`src/rtl/posit_dec_pkg.sv`:
```
// ----------------------------------------------------------------------------
// posit_dec_pkg
// Shared helpers for the pipelined posit decoder:
//   calc_kw / calc_fs / calc_ew : derived widths (signed regime, fraction,
//                                 exponent output) from posit width N and ES
//   posit_flags_t               : per-word sign/zero/NaR flags carried down
//                                 the pipeline
//   NAR_PATTERN_32 / ZERO_PATTERN_32 : special encodings, MSB-aligned to 32
//                                 bits; slice the top N bits for an N-bit posit
// ----------------------------------------------------------------------------
package posit_dec_pkg;

    function automatic int calc_kw(input int n);
        return $clog2(n) + 1;
    endfunction

    function automatic int calc_fs(input int n, input int es);
        return n - es - 3;
    endfunction

    // ES=0 still gets a one-bit exponent port, tied to zero.
    function automatic int calc_ew(input int es);
        return (es > 0) ? es : 1;
    endfunction

    typedef struct packed {
        logic sign;
        logic zero;
        logic nar;
    } posit_flags_t;

    localparam logic [31:0] NAR_PATTERN_32  = 32'h8000_0000;
    localparam logic [31:0] ZERO_PATTERN_32 = 32'h0000_0000;

endpackage

```
`src/rtl/posit_run_detect.sv`:
```
// ----------------------------------------------------------------------------
// posit_run_detect
// Combinational leading-run detector for the regime field.
//   bits    : W-bit posit magnitude body (MSB is the regime's first bit r0)
//   run_len : number of leading bits equal to bits[W-1] (1..W)
//   term    : 1 when the run ends on an opposite bit inside the word,
//             0 when the run reaches the LSB
// ----------------------------------------------------------------------------
module posit_run_detect #(
    parameter  int W  = 7,
    localparam int MW = $clog2(W + 1)
) (
    input  logic [W-1:0]  bits,
    output logic [MW-1:0] run_len,
    output logic          term
);

    always_comb begin
        run_len = '0;
        term    = 1'b0;
        for (int i = W - 1; i >= 0; i--) begin
            if (!term) begin
                if (bits[i] == bits[W-1]) begin
                    run_len = run_len + MW'(1);
                end else begin
                    term = 1'b1;
                end
            end
        end
    end

endmodule

```
`src/rtl/posit_decoder_pipe.sv`:
```
// ----------------------------------------------------------------------------
// posit_decoder_pipe
// Two-stage pipelined posit decoder with valid/ready handshake.
//   S1 registers sign, two's-complement magnitude and zero/NaR flags.
//   S2 runs the regime detector and registers k, exponent and fraction.
// Ports:
//   clk, rst              : clock, synchronous active-high reset
//   in_valid/in_ready     : input handshake, in_posit is the raw N-bit posit
//   out_valid/out_ready   : output handshake
//   sign_out, k_out       : sign bit, signed regime value (KW bits)
//   exp_out, frac_out     : exponent (max(ES,1) bits), fraction (FS bits,
//                           MSB-aligned, zero-padded right)
//   zero_out, nar_out     : special-value flags
//   scale_out             : k*2^ES + exp, signed KW+ES bits; present only
//                           when POSIT_DEC_SCALE_EN is defined
// ----------------------------------------------------------------------------
module posit_decoder_pipe
    import posit_dec_pkg::*;
#(
    parameter  int N  = 8,
    parameter  int ES = 1,
    localparam int FS = calc_fs(N, ES),
    localparam int KW = calc_kw(N),
    localparam int EW = calc_ew(ES)
) (
    input  logic          clk,
    input  logic          rst,
    input  logic          in_valid,
    output logic          in_ready,
    input  logic [N-1:0]  in_posit,
    output logic          out_valid,
    input  logic          out_ready,
    output logic          sign_out,
    output logic [KW-1:0] k_out,
    output logic [EW-1:0] exp_out,
    output logic [FS-1:0] frac_out,
    output logic          zero_out,
    output logic          nar_out
`ifdef POSIT_DEC_SCALE_EN
    ,
    output logic [KW+ES-1:0] scale_out
`endif
);

    localparam int W  = N - 1;
    localparam int MW = $clog2(N);
    localparam logic [N-1:0] NAR_WORD  = NAR_PATTERN_32[31 -: N];
    localparam logic [N-1:0] ZERO_WORD = ZERO_PATTERN_32[N-1:0];

    logic         s1_valid;
    posit_flags_t s1_flags;
    logic [W-1:0] s1_mag;
    logic         s2_free;

    logic [W-1:0] in_body;
    logic [W-1:0] mag_c;

    assign s2_free  = !out_valid || out_ready;
    assign in_ready = !s1_valid || s2_free;

    assign in_body = in_posit[N-2:0];
    assign mag_c   = in_posit[N-1] ? -in_body : in_body;

    // S2 decode
    logic [MW-1:0]        run_len;
    logic                 run_term;
    logic [MW:0]          consumed;
    logic [MW:0]          shamt;
    logic [W-3:0]         rest;
    logic [EW-1:0]        exp_c;
    logic signed [KW-1:0] m_s;
    logic signed [KW-1:0] k_c;
    logic [EW-1:0]        exp_d;
    logic [FS-1:0]        frac_d;

    posit_run_detect #(.W(W)) u_run_detect (
        .bits    (s1_mag),
        .run_len (run_len),
        .term    (run_term)
    );

    // The regime always eats at least two bits (run of >=1 plus terminator,
    // or a full-width run), so only the low W-2 bits can ever survive; shift
    // those by the remaining amount to left-align exponent and fraction.
    assign consumed = {1'b0, run_len} + {{MW{1'b0}}, run_term};
    assign shamt    = consumed - (MW + 1)'(2);
    assign rest     = s1_mag[W-3:0] << shamt;

    if (ES > 0) begin : g_exp
        assign exp_c = rest[W-3 -: ES];
    end else begin : g_no_exp
        assign exp_c = 1'b0;
    end

    always_comb begin
        m_s = KW'(run_len);
        if (s1_flags.zero || s1_flags.nar) begin
            k_c    = '0;
            exp_d  = '0;
            frac_d = '0;
        end else begin
            k_c    = s1_mag[W-1] ? m_s - KW'(1) : -m_s;
            exp_d  = exp_c;
            frac_d = rest[FS-1:0];
        end
    end

`ifdef POSIT_DEC_SCALE_EN
    logic [KW+ES-1:0] scale_c;
    if (ES > 0) begin : g_scale_exp
        assign scale_c = {k_c, exp_d};
    end else begin : g_scale_k
        assign scale_c = k_c;
    end
`endif

    always_ff @(posedge clk) begin
        if (rst) begin
            s1_valid  <= 1'b0;
            s1_flags  <= '0;
            s1_mag    <= '0;
            out_valid <= 1'b0;
            sign_out  <= 1'b0;
            k_out     <= '0;
            exp_out   <= '0;
            frac_out  <= '0;
            zero_out  <= 1'b0;
            nar_out   <= 1'b0;
`ifdef POSIT_DEC_SCALE_EN
            scale_out <= '0;
`endif
        end else begin
            if (in_ready) begin
                s1_valid <= in_valid;
                if (in_valid) begin
                    s1_flags.sign <= in_posit[N-1];
                    s1_flags.zero <= (in_posit == ZERO_WORD);
                    s1_flags.nar  <= (in_posit == NAR_WORD);
                    s1_mag        <= mag_c;
                end
            end
            if (s2_free) begin
                out_valid <= s1_valid;
                if (s1_valid) begin
                    sign_out  <= s1_flags.sign;
                    k_out     <= k_c;
                    exp_out   <= exp_d;
                    frac_out  <= frac_d;
                    zero_out  <= s1_flags.zero;
                    nar_out   <= s1_flags.nar;
`ifdef POSIT_DEC_SCALE_EN
                    scale_out <= scale_c;
`endif
                end
            end
        end
    end

endmodule

```
`config.mk`:
```
export PLATFORM = sky130hd
export DESIGN_NAME = posit_decoder_pipe
export DESIGN_NICKNAME = d
export VERILOG_FILES = /design/src/rtl/posit_dec_pkg.sv /design/src/rtl/posit_run_detect.sv /design/src/rtl/posit_decoder_pipe.sv
export SDC_FILE = /design/constraint.sdc
export NUM_CORES = 1
export LEC_CHECK = 0
export CORE_MARGIN = 4
export CORE_UTILIZATION = 25
export DETAILED_ROUTE_END_ITERATION = 16
export DONT_BUFFER_PORTS = 1
export SYNTH_ARGS = -nofsm -noshare
export SYNTH_HDL_FRONTEND = slang
export SYNTH_SLANG_ARGS = --single-unit
```
`constraint.sdc`:
```
create_clock -name clk -period 3.4 [get_ports clk]
set_clock_uncertainty 0.1 [all_clocks]
set_input_delay 0.68 -clock clk [delete_from_list [all_inputs] [get_ports clk]]
set_output_delay 0.68 -clock clk [all_outputs]
set_load 0.02 [all_outputs]
```
Word-level counts from Yosys, hierarchy flattened
Cells that the tools add are included.
Widths: inputs -> output; s select.
{ "totals": {"elab_cells": 65, "output_inout_bits": 14, "register_bits": 24, "input_bits": 12} }
{ "op_classes": {"n_reduce_logical": 8, "addsub": 10, "mux": 27, "shift": 1, "n_eq_ne": 7} }
{ "op_table": {"columns": ["op", "n"], "rows": [
  ["$mux 3", 10],
  ["$add 3x1->3 const B", 5],
  ["$mux 1", 12],
  ["$mux 4", 3],
  ["$eq 8x8->1 const B", 1],
  ["$logic_not 8->1", 1],
  ["$mux 7", 1],
  ["$neg 7->7", 1],
  ["$eq 1x1->1", 6],
  ["$shl 5x4->5", 1],
  ["$add 3x1->4", 1],
  ["$neg 3->4", 1],
  ["$reduce_and 2->1", 2],
  ["$sub 3x1->4 const B", 1],
  ["$sub 4x2->4 const B", 1],
  ["$logic_or 1x1->1", 3],
  ["$logic_not 1->1", 2],
  ["$mux 2", 1]
]} }

Longest topological paths before layout
Gate-level depths: netlist of run 1.
{ "logic_depth": {"word_depth": 21, "ltp_mapped": 13, "mapped_depth_nobuf": 11} }

By module
From an unflattened synthesis of run 1, not the netlist that was laid out.
{ "unflattened": {"cells_unflattened": 157, "hier_area_um2": 1377.6} }
{ "by_module_without_submodules": {"columns": ["module", "cells_per_inst", "area_per_inst_um2", "n_inst", "seq_area_each_um2"], "rows": [
  ["posit_decoder_pipe", 139, 1265.0, 1, 480.5],
  ["posit_run_detect", 18, 112.6, 1, 0.0]
]} }

Least setup slack after synthesis of run 1
No wires, ideal clock.
{ "synth_timing": {"path_kind": "register to register", "startpoint": "register s1_mag[3]", "endpoint": "register exp_out", "n_path_buf": 2, "setup_slack_ps": 528, "t_arrival_ps": 2646, "path_stages_with_launch": 13, "required_ps": 3174, "setup_ps": 126, "period_less_slack_ps": 2872, "path_cell_list": "dfxtp_1 > clkbuf_1 > nor4_1 > mux2_2 > a32oi_2 > inv_2 > ha_1 > inv_1 > ha_1 > clkbuf_1 > mux4_2 > mux2i_1 > o31ai_1"} }
{ "synth_between": {"elab_chain_len": 16, "word_cells_on_any_way": 21, "cone_classes": "5 x add/sub; 1 x eq/ne; 1 x shift; 14 x mux"} }
{ "synth_lines": {"columns": ["element", "line", "source"], "rows": [
  ["start: declaration", "posit_decoder_pipe.sv:52", "logic [W-1:0] s1_mag;"],
  ["start signal: assignment", "posit_decoder_pipe.sv:139", "s1_mag <= mag_c;"],
  ["$eq 1x1->1", "posit_run_detect.sv:23", "if (bits[i] == bits[W-1]) begin"],
  ["$mux 3", "posit_run_detect.sv:23", null],
  ["$mux 3", "posit_run_detect.sv:22", "if (!term) begin"],
  ["$add 3x1->3", "posit_run_detect.sv:24", "run_len = run_len + MW'(1);"],
  ["$mux 3", "posit_run_detect.sv:23", null],
  ["$mux 3", "posit_run_detect.sv:22", null],
  ["$add 3x1->3", "posit_run_detect.sv:24", null],
  ["$mux 3", "posit_run_detect.sv:23", null],
  ["$mux 3", "posit_run_detect.sv:22", null],
  ["$add 3x1->3", "posit_run_detect.sv:24", null],
  ["$mux 3", "posit_run_detect.sv:23", null],
  ["$mux 3", "posit_run_detect.sv:22", null],
  ["$add 3x1->4", "posit_decoder_pipe.sv:85", "assign consumed = {1'b0, run_len} + {{MW{1'b0}}, run_term};"],
  ["$sub 4x2->4", "posit_decoder_pipe.sv:86", "assign shamt = consumed - (MW + 1)'(2);"],
  ["$shl 5x4->5 *", "posit_decoder_pipe.sv:87", "assign rest = s1_mag[W-3:0] << shamt;"],
  ["$mux 1 *", "posit_decoder_pipe.sv:97", "if (s1_flags.zero || s1_flags.nar) begin"],
  ["end signal: assignment", "posit_decoder_pipe.sv:147", "exp_out <= exp_d;"],
  ["end: declaration", "posit_decoder_pipe.sv:35", "output logic [EW-1:0] exp_out,"]
]} }
Mark *: on every way between the ends. The rest lies on a longest branch, timed or not.
A chain may end at the register's enable or synchronous reset.

Worst setup path after layout of run 1
{ "layout_timing": {"startpoint": "register s1_mag[4]", "endpoint": "register exp_out"} }
{ "layout_between": {"elab_chain_len": 19, "word_cells_on_any_way": 25, "cone_classes": "6 x add/sub; 1 x eq/ne; 1 x shift; 17 x mux"} }
{ "layout_lines": {"columns": ["element", "line"], "rows": [
  ["$eq 1x1->1", "posit_run_detect.sv:23"],
  ["$mux 3", "posit_run_detect.sv:23"],
  ["$mux 3", "posit_run_detect.sv:22"],
  ["$add 3x1->3", "posit_run_detect.sv:24"],
  ["$mux 3", "posit_run_detect.sv:23"],
  ["$mux 3", "posit_run_detect.sv:22"],
  ["$add 3x1->3", "posit_run_detect.sv:24"],
  ["$mux 3", "posit_run_detect.sv:23"],
  ["(+3 left out)", null],
  ["$mux 3", "posit_run_detect.sv:22"],
  ["$add 3x1->3", "posit_run_detect.sv:24"],
  ["$mux 3", "posit_run_detect.sv:23"],
  ["$mux 3", "posit_run_detect.sv:22"],
  ["$add 3x1->4", "posit_decoder_pipe.sv:85"],
  ["$sub 4x2->4", "posit_decoder_pipe.sv:86"],
  ["$shl 5x4->5 *", "posit_decoder_pipe.sv:87"],
  ["$mux 1 *", "posit_decoder_pipe.sv:97"]
]} }
Marked as above.

==> metrics.cfg, run 1 <==
[placed_design]
post_dp_cell_area_mm2 = 0.00143
dp_cells = 237
dp_hpwl_mm = 2.30
place.gp.congestion = 0.823
portBuffers = 0

[logic_synthesis]
ys_async_sr_fraction = 0
synth.cell_area_mm2 = 0.00141
synth.distinct_cells = 44
syn_avg_cell_area_um2 = 7.94
seq_area_frac_synth = 0.342
yosys_warnings = 0
ys_seq_elements = 24
ys.flop_type = dfxtp_1
synth_edf_count = 0
netlist_instances = 177
synth_nets = 194

[sta]
hold_violations = 0
slew_headroom = 0.697
worst_slew_pin_slew_ns = 0.452
period_share = 0.845
drv_slew = 0
tns_ns = 0
finalSetupViolations = 0
period_minus_slack_ns = 2.87
fmax_mhz = 348
rsz0062_at_grt = no

[routing]
via_per_inst = 4.80
vias = 1156
wirelength_mm = 3.00
dr.first_iter.drc_count = 83
ant_nets = 0
wire_per_inst_um = 12.5
drcViolationCount = 0
first_pass_iters = 4

[cts]
cts_setup_buffers = 0
ctsHoldBuffers = 0
cts_made_buffers = 3
htree_levels = 1
clockRootBuffer = clkbuf_8
clk_pin_slew_worst_paths_ns = 0.09
cts.repair.resized = 0
insertion_delay_ns = 0.27
numClockSinks = 24
cts_tree = built
cts.path.max_buffers = 2

[cells_and_area]
syn_to_final_growth_pct = 5.88
layout.nets = 187
finalInstanceArea_mm2 = 0.00149
final_cell_count_no_fill = 241
drive_gt1_frac = 0.0769
fillers = 607
antenna_cells = 0
mostFrequentLayoutCell = dfxtp_1
mostFrequentLayoutCells = dfxtp_1 (24), nor2_1 (21), nand2_1 (21), a21oi_1 (17), inv_1 (7)

[worst_setup_path]
r2r_slack_ns = 0.53
path_max_fanout = 12
cp_slowest_cell = mux4_2
end_kind = register
worstPathArrival_ns = 2.93
critical-path-max-stage-delay_ns = 0.53
crit_required_ns = 3.45
cp_cell_sequence = nor4_1, mux2_2, a32oi_2, inv_2, ha_1, inv_1, ha_1, mux4_2, mux2i_1, o31ai_1
path_buf_inv = 2
timing.rr.start = s1_mag[4]$_SDFFE_PP0P_
rr_worst_depth = 10
cp_top_family = multiplexers
start_kind = register
crit_type = reg2reg
r2r-end = exp_out$_SDFFE_PP0P_
crit_top_cell = ha_1

[min_path]
hold_depth = 2
holdCritStartpoint = s1_flags[2]$_SDFFE_PP0P_
holdCritPathClass = reg2reg
hold_end = s1_flags[2]$_SDFFE_PP0P_

[global_route]
grt_pass1_wl_mm = 5.20
antenna_found_initial = 0
grt_overflow = 0
grt_max_degree = 28
first_global_vias = 1145
grt_usage = 0.0886

[floorplanning]
die_area_mm2 = 0.00688
die_w_um = 83.0
initial_utilization = 0.257
io_pins = 26
core-area_mm2 = 0.00547
rows = 27
dieHeight_um = 83.0

[power_and_ir_drop]
peakVddDrop_v = 0.000239
p_per_area_mw_per_mm2 = 463
finalPower_uw = 689
power.leakage_nw = 0.541

[run_status]
run_status = finished, final reports clean

[flow_run]
maxCapViolations = 0

## cells in the mapped netlist (3+ instances only)
cell,number,area share
nand2_1,21,0.056
a211oi_1,6,0.032
nand3_1,4,0.014
dfxtp_1,24,0.34
o21ai_0,3,0.011
nor2_1,21,0.056
or3_1,4,0.018
xor2_1,4,0.025
clkbuf_1,7,0.019
a22oi_1,4,0.021
nor4_1,3,0.013
ha_1,5,0.045
o21ai_1,4,0.014
a21oi_1,17,0.061
nand3b_1,4,0.021
mux2i_1,4,0.028
inv_1,7,0.019
nor3_1,3,0.011
## worst reg2reg max path: cells and delay by family, from the launching register on
family,cells,cell delay (ns)
AND/OR/NAND/NOR,1,0.41
flip-flops,1,0.42
multiplexers,3,0.92
adder cells (fa/ha/maj),2,0.58
AO/OA/AOI/OAI,2,0.21
buffers and inverters,2,0.12
## sequential cells by signal, summed over array words and instances, names as in the netlist
name and count:
out_valid 1, exp_out 1, s1_valid 1, zero_out 1, sign_out 1, s1_mag 7
s1_flags 3, k_out 4, frac_out 4, nar_out 1
## worst max-delay path by stage
stage	to	slack, ns	from	depth (start not counted)
2_1_floorplan	exp_out$_SDFFE_PP0P_	0.53	s1_mag[3]$_SDFFE_PP0P_	12
3_3_place_gp	exp_out$_SDFFE_PP0P_	0.57	s1_mag[4]$_SDFFE_PP0P_	10
3_5_place_dp	exp_out$_SDFFE_PP0P_	0.52	s1_mag[3]$_SDFFE_PP0P_	10
4_1_cts	exp_out$_SDFFE_PP0P_	0.51	s1_mag[4]$_SDFFE_PP0P_	10
5_1_grt	exp_out$_SDFFE_PP0P_	0.21	s1_mag[4]$_SDFFE_PP0P_	10
6_report	exp_out$_SDFFE_PP0P_	0.53	s1_mag[4]$_SDFFE_PP0P_	10
## report_power, final
part	total, mW	internal, mW	leakage [nW]	switching [mW]
combinational	0.164	0.0769	0.315	0.0872
clock	0.195	0.103	0.0288	0.0917
sequential	0.329	0.297	0.196	0.0327
## layout make-up
cell class / count / area (µm²) / area share
Clock buffer: 4 / 55.1 / 0.0370
Timing Repair Buffer: 1 / 7.51 / 0.00505
Sequential cell: 24 / 480 / 0.323
Multi-Input combinational cell: 132 / 825 / 0.554
Inverter: 8 / 30.0 / 0.0202
Tap cell: 72 / 90.1 / 0.0606
## metrics by stage
stage	hold WS, ns	util	setup slack [ns]
6_report	0.359	0.272	0.527
5_1_grt	0.354	0.272	0.207
4_1_cts	0.363	0.272	0.508
3_5_place_dp	0.353	0.262	0.522
3_3_place_gp	0.347	0.262	0.575
2_1_floorplan	0.334	-	0.528
## cells by family (layout without fill, tap and decap cells)
| group | count (synthesis) | in the layout | synth area share |
|---|---|---|---|
| AOI/OAI and AO/OA | 45 | 45 | 0.206 |
| xor gates and xnor gates | 6 | 6 | 0.0374 |
| muxes | 7 | 7 | 0.0606 |
| buffers and inverters | 21 | 13 | 0.0712 |
| DFF | 24 | 24 | 0.342 |
| and+or+nand+nor | 69 | 69 | 0.239 |
| adders and majority gates | 5 | 5 | 0.0445 |
## metal layers
| metal | part of all wire | vias up | GRT usage |
|---|---|---|---|
| li1 | - | 611 | - |
| met1 | 0.44 | 528 | 0.105 |
| met2 | 0.50 | 17 | 0.160 |
| met3 | 0.058 | 0 | 0.0327 |
| met4 | 0 | 0 | 0.00446 |
| met5 | 0 | - | 0 |
No activity file was read; power rests on OpenSTA's default activity.
==> run 2: changes to the inputs <==
==> constraint.sdc (replaced) <==
create_clock -name clk -period 2.8 [get_ports clk]
set_clock_uncertainty 0.1 [all_clocks]
set_input_delay 0.56 -clock clk [delete_from_list [all_inputs] [get_ports clk]]
set_output_delay 0.56 -clock clk [all_outputs]
set_load 0.02 [all_outputs]
==> metrics.cfg, run 2 (synthesized netlist as in run 1, its figures left out) <==
[cells_and_area]
largest_reg_flops = 7
antenna_cells = 0
mostFrequentLayoutCell = dfxtp_1
mostFrequentLayoutCells = dfxtp_1 (24), nor2_1 (21), nand2_1 (21), a21oi_1 (17), inv_1 (7)
syn_to_final_growth_pct = 10.8
regMostFlops = s1_mag
finalInstanceArea_mm2 = 0.00156
fin_util = 0.284
fillers = 620
layout.nets = 192
reg_top3 = s1_mag (7), frac_out (4), k_out (4)
final_cell_count_no_fill = 246
drive_gt1_frac = 0.109

[power_and_ir_drop]
finalPower_uw = 932
p_int_uw = 661
swShare = 0.292
peakVddDrop_v = 0.000320
power.leakage_nw = 0.575
p_per_area_mw_per_mm2 = 599
p_switching_uw = 272
clockPowerShare = 0.333
combPwrFrac = 0.240
seqPwrFrac = 0.427

[floorplanning]
initial_utilization = 0.257
io_pins = 26
dieHeight_um = 83.0
die_w_um = 83.0
die_area_mm2 = 0.00688
core-area_mm2 = 0.00547
rows = 27

[sta]
fmax_mhz = 377
finalSetupViolations = 0
worst_slew_pin_slew_ns = 0.443
drv_slew = 0
hold_violations = 0
period_share = 0.948
period_minus_slack_ns = 2.66
tns_ns = 0
slew_headroom = 0.703
rsz0062_at_grt = no

[cts]
clockRootBuffer = clkbuf_8
cts_tree = built
cts_made_buffers = 3
insertion_delay_ns = 0.27
numClockSinks = 24
cts.path.max_buffers = 2
htree_levels = 1
clk_pin_slew_worst_paths_ns = 0.09

[placed_design]
post_dp_cell_area_mm2 = 0.00148
place.gp.congestion = 0.862
portBuffers = 0
dp_hpwl_mm = 2.41
dp_cells = 242

[global_route]
first_global_vias = 1060
grt-busiest-layer = met2
met1_usage = 0.121
met2_usage = 0.148
grt_pass1_wl_mm = 5.36
grt_max_degree = 28
grt_usage = 0.0926
grt_overflow = 0
antenna_found_initial = 0
globalRouteMet3Util = 0.0317

[worst_setup_path]
start_kind = register
critical-path-max-stage-delay_ns = 0.58
end_kind = register
path_max_fanout = 10
path_buf_inv = 2
crit_top_cell = ha_1
crit_required_ns = 2.85
crit_type = reg2reg
worstPathArrival_ns = 2.71
cp_top_family = multiplexers
cp_slowest_cell = dfxtp_1
cp_cell_sequence = and4_1, mux2_2, a32oi_2, inv_2, ha_1, inv_1, ha_1, mux4_2, mux2i_1, o31ai_1

[min_path]
holdCritPathClass = in2reg

[routing]
dr.first_iter.drc_count = 38
vias = 1179
wirelength_mm = 3.18
drcViolationCount = 0
first_pass_iters = 4
via_per_inst = 4.79
ant_nets = 0
wire_per_inst_um = 12.9

[flow_run]
maxCapViolations = 0

[run_status]
run_status = finished, final reports clean

run 2: final cells by class:
class	count	area [µm²]	share of cell area
clock buffers	3	41.3	0.0265
clock inverters	1	30.0	0.0193
inverters	8	30.0	0.0193
multi-input cells	132	840	0.539
flip-flops and latches	24	480	0.309
well taps	72	90.1	0.0579
repair buffers	6	45.0	0.0289
run 2: worst reg2reg max path, stage by stage, from the launching register on:
cell     delay, ns
dfxtp_1       0.58
and4_1        0.29
mux2_2        0.18
a32oi_2       0.11
inv_2         0.06
ha_1          0.15
inv_1         0.05
ha_1          0.31
mux4_2        0.50
mux2i_1       0.14
o31ai_1       0.07
run 2: worst paths after layout:
| path | start | end | slack [ns] | cells after the start |
|---|---|---|---|---|
| worst max-delay path | s1_mag[5]$_SDFFE_PP0P_ | exp_out$_SDFFE_PP0P_ | 0.14 | 10 |
| worst min-delay path | rst | s1_mag[0]$_SDFFE_PP0P_ | 0.24 | 1 |
| worst max register to register | s1_mag[5]$_SDFFE_PP0P_ | exp_out$_SDFFE_PP0P_ | 0.14 | 10 |
| worst min register to register | s1_flags[2]$_SDFFE_PP0P_ | s1_flags[2]$_SDFFE_PP0P_ | 0.36 | 2 |
run 2: metal layers:
| layer | vias to the layer above | part of all wire |
|---|---|---|
| met5 | - | 0 |
| met4 | 0 | 0.0060 |
| met3 | 4 | 0.057 |
| met2 | 18 | 0.47 |
| met1 | 537 | 0.47 |
| li1 | 620 | - |
run 2: power groups by stage:
stage          Sequential, mW  Clock [mW]  Combinational, mW
2_1_floorplan           0.390           0              0.196
3_3_place_gp            0.404           0              0.220
3_5_place_dp            0.405           0              0.223
4_1_cts                 0.397       0.319              0.224
5_1_grt                 0.401       0.330              0.254
6_report                0.398       0.311              0.223
run 2: stage by stage:
step | worst slack (ns) | hold WS, ns
3_5_place_dp | 0.165 | 0.350
5_1_grt | 0.0166 | 0.223
4_1_cts | 0.143 | 0.234
6_report | 0.144 | 0.238
2_1_floorplan | 0.0816 | 0.334
3_3_place_gp | 0.249 | 0.346
run 2: timing repair:
| action | 4_1_cts | 5_1_grt |
|---|---|---|
| setup buffers | 0 | 0 |
| endpoints found under the setup margin | 0 | 2 |
| hold endpoints to repair | 0 | 0 |
| hold buffers | 0 | 0 |
| resized for setup | 0 | 1 |
==> run 3: changes to the inputs <==
--- a/config.mk
+++ b/config.mk
@@ -12,3 +12,4 @@
 export SYNTH_ARGS = -nofsm -noshare
 export SYNTH_HDL_FRONTEND = slang
 export SYNTH_SLANG_ARGS = --single-unit
+export TNS_END_PERCENT = 100
==> results of run 3 <==
Final layout, timing and power as in run 2 (identical DEF).
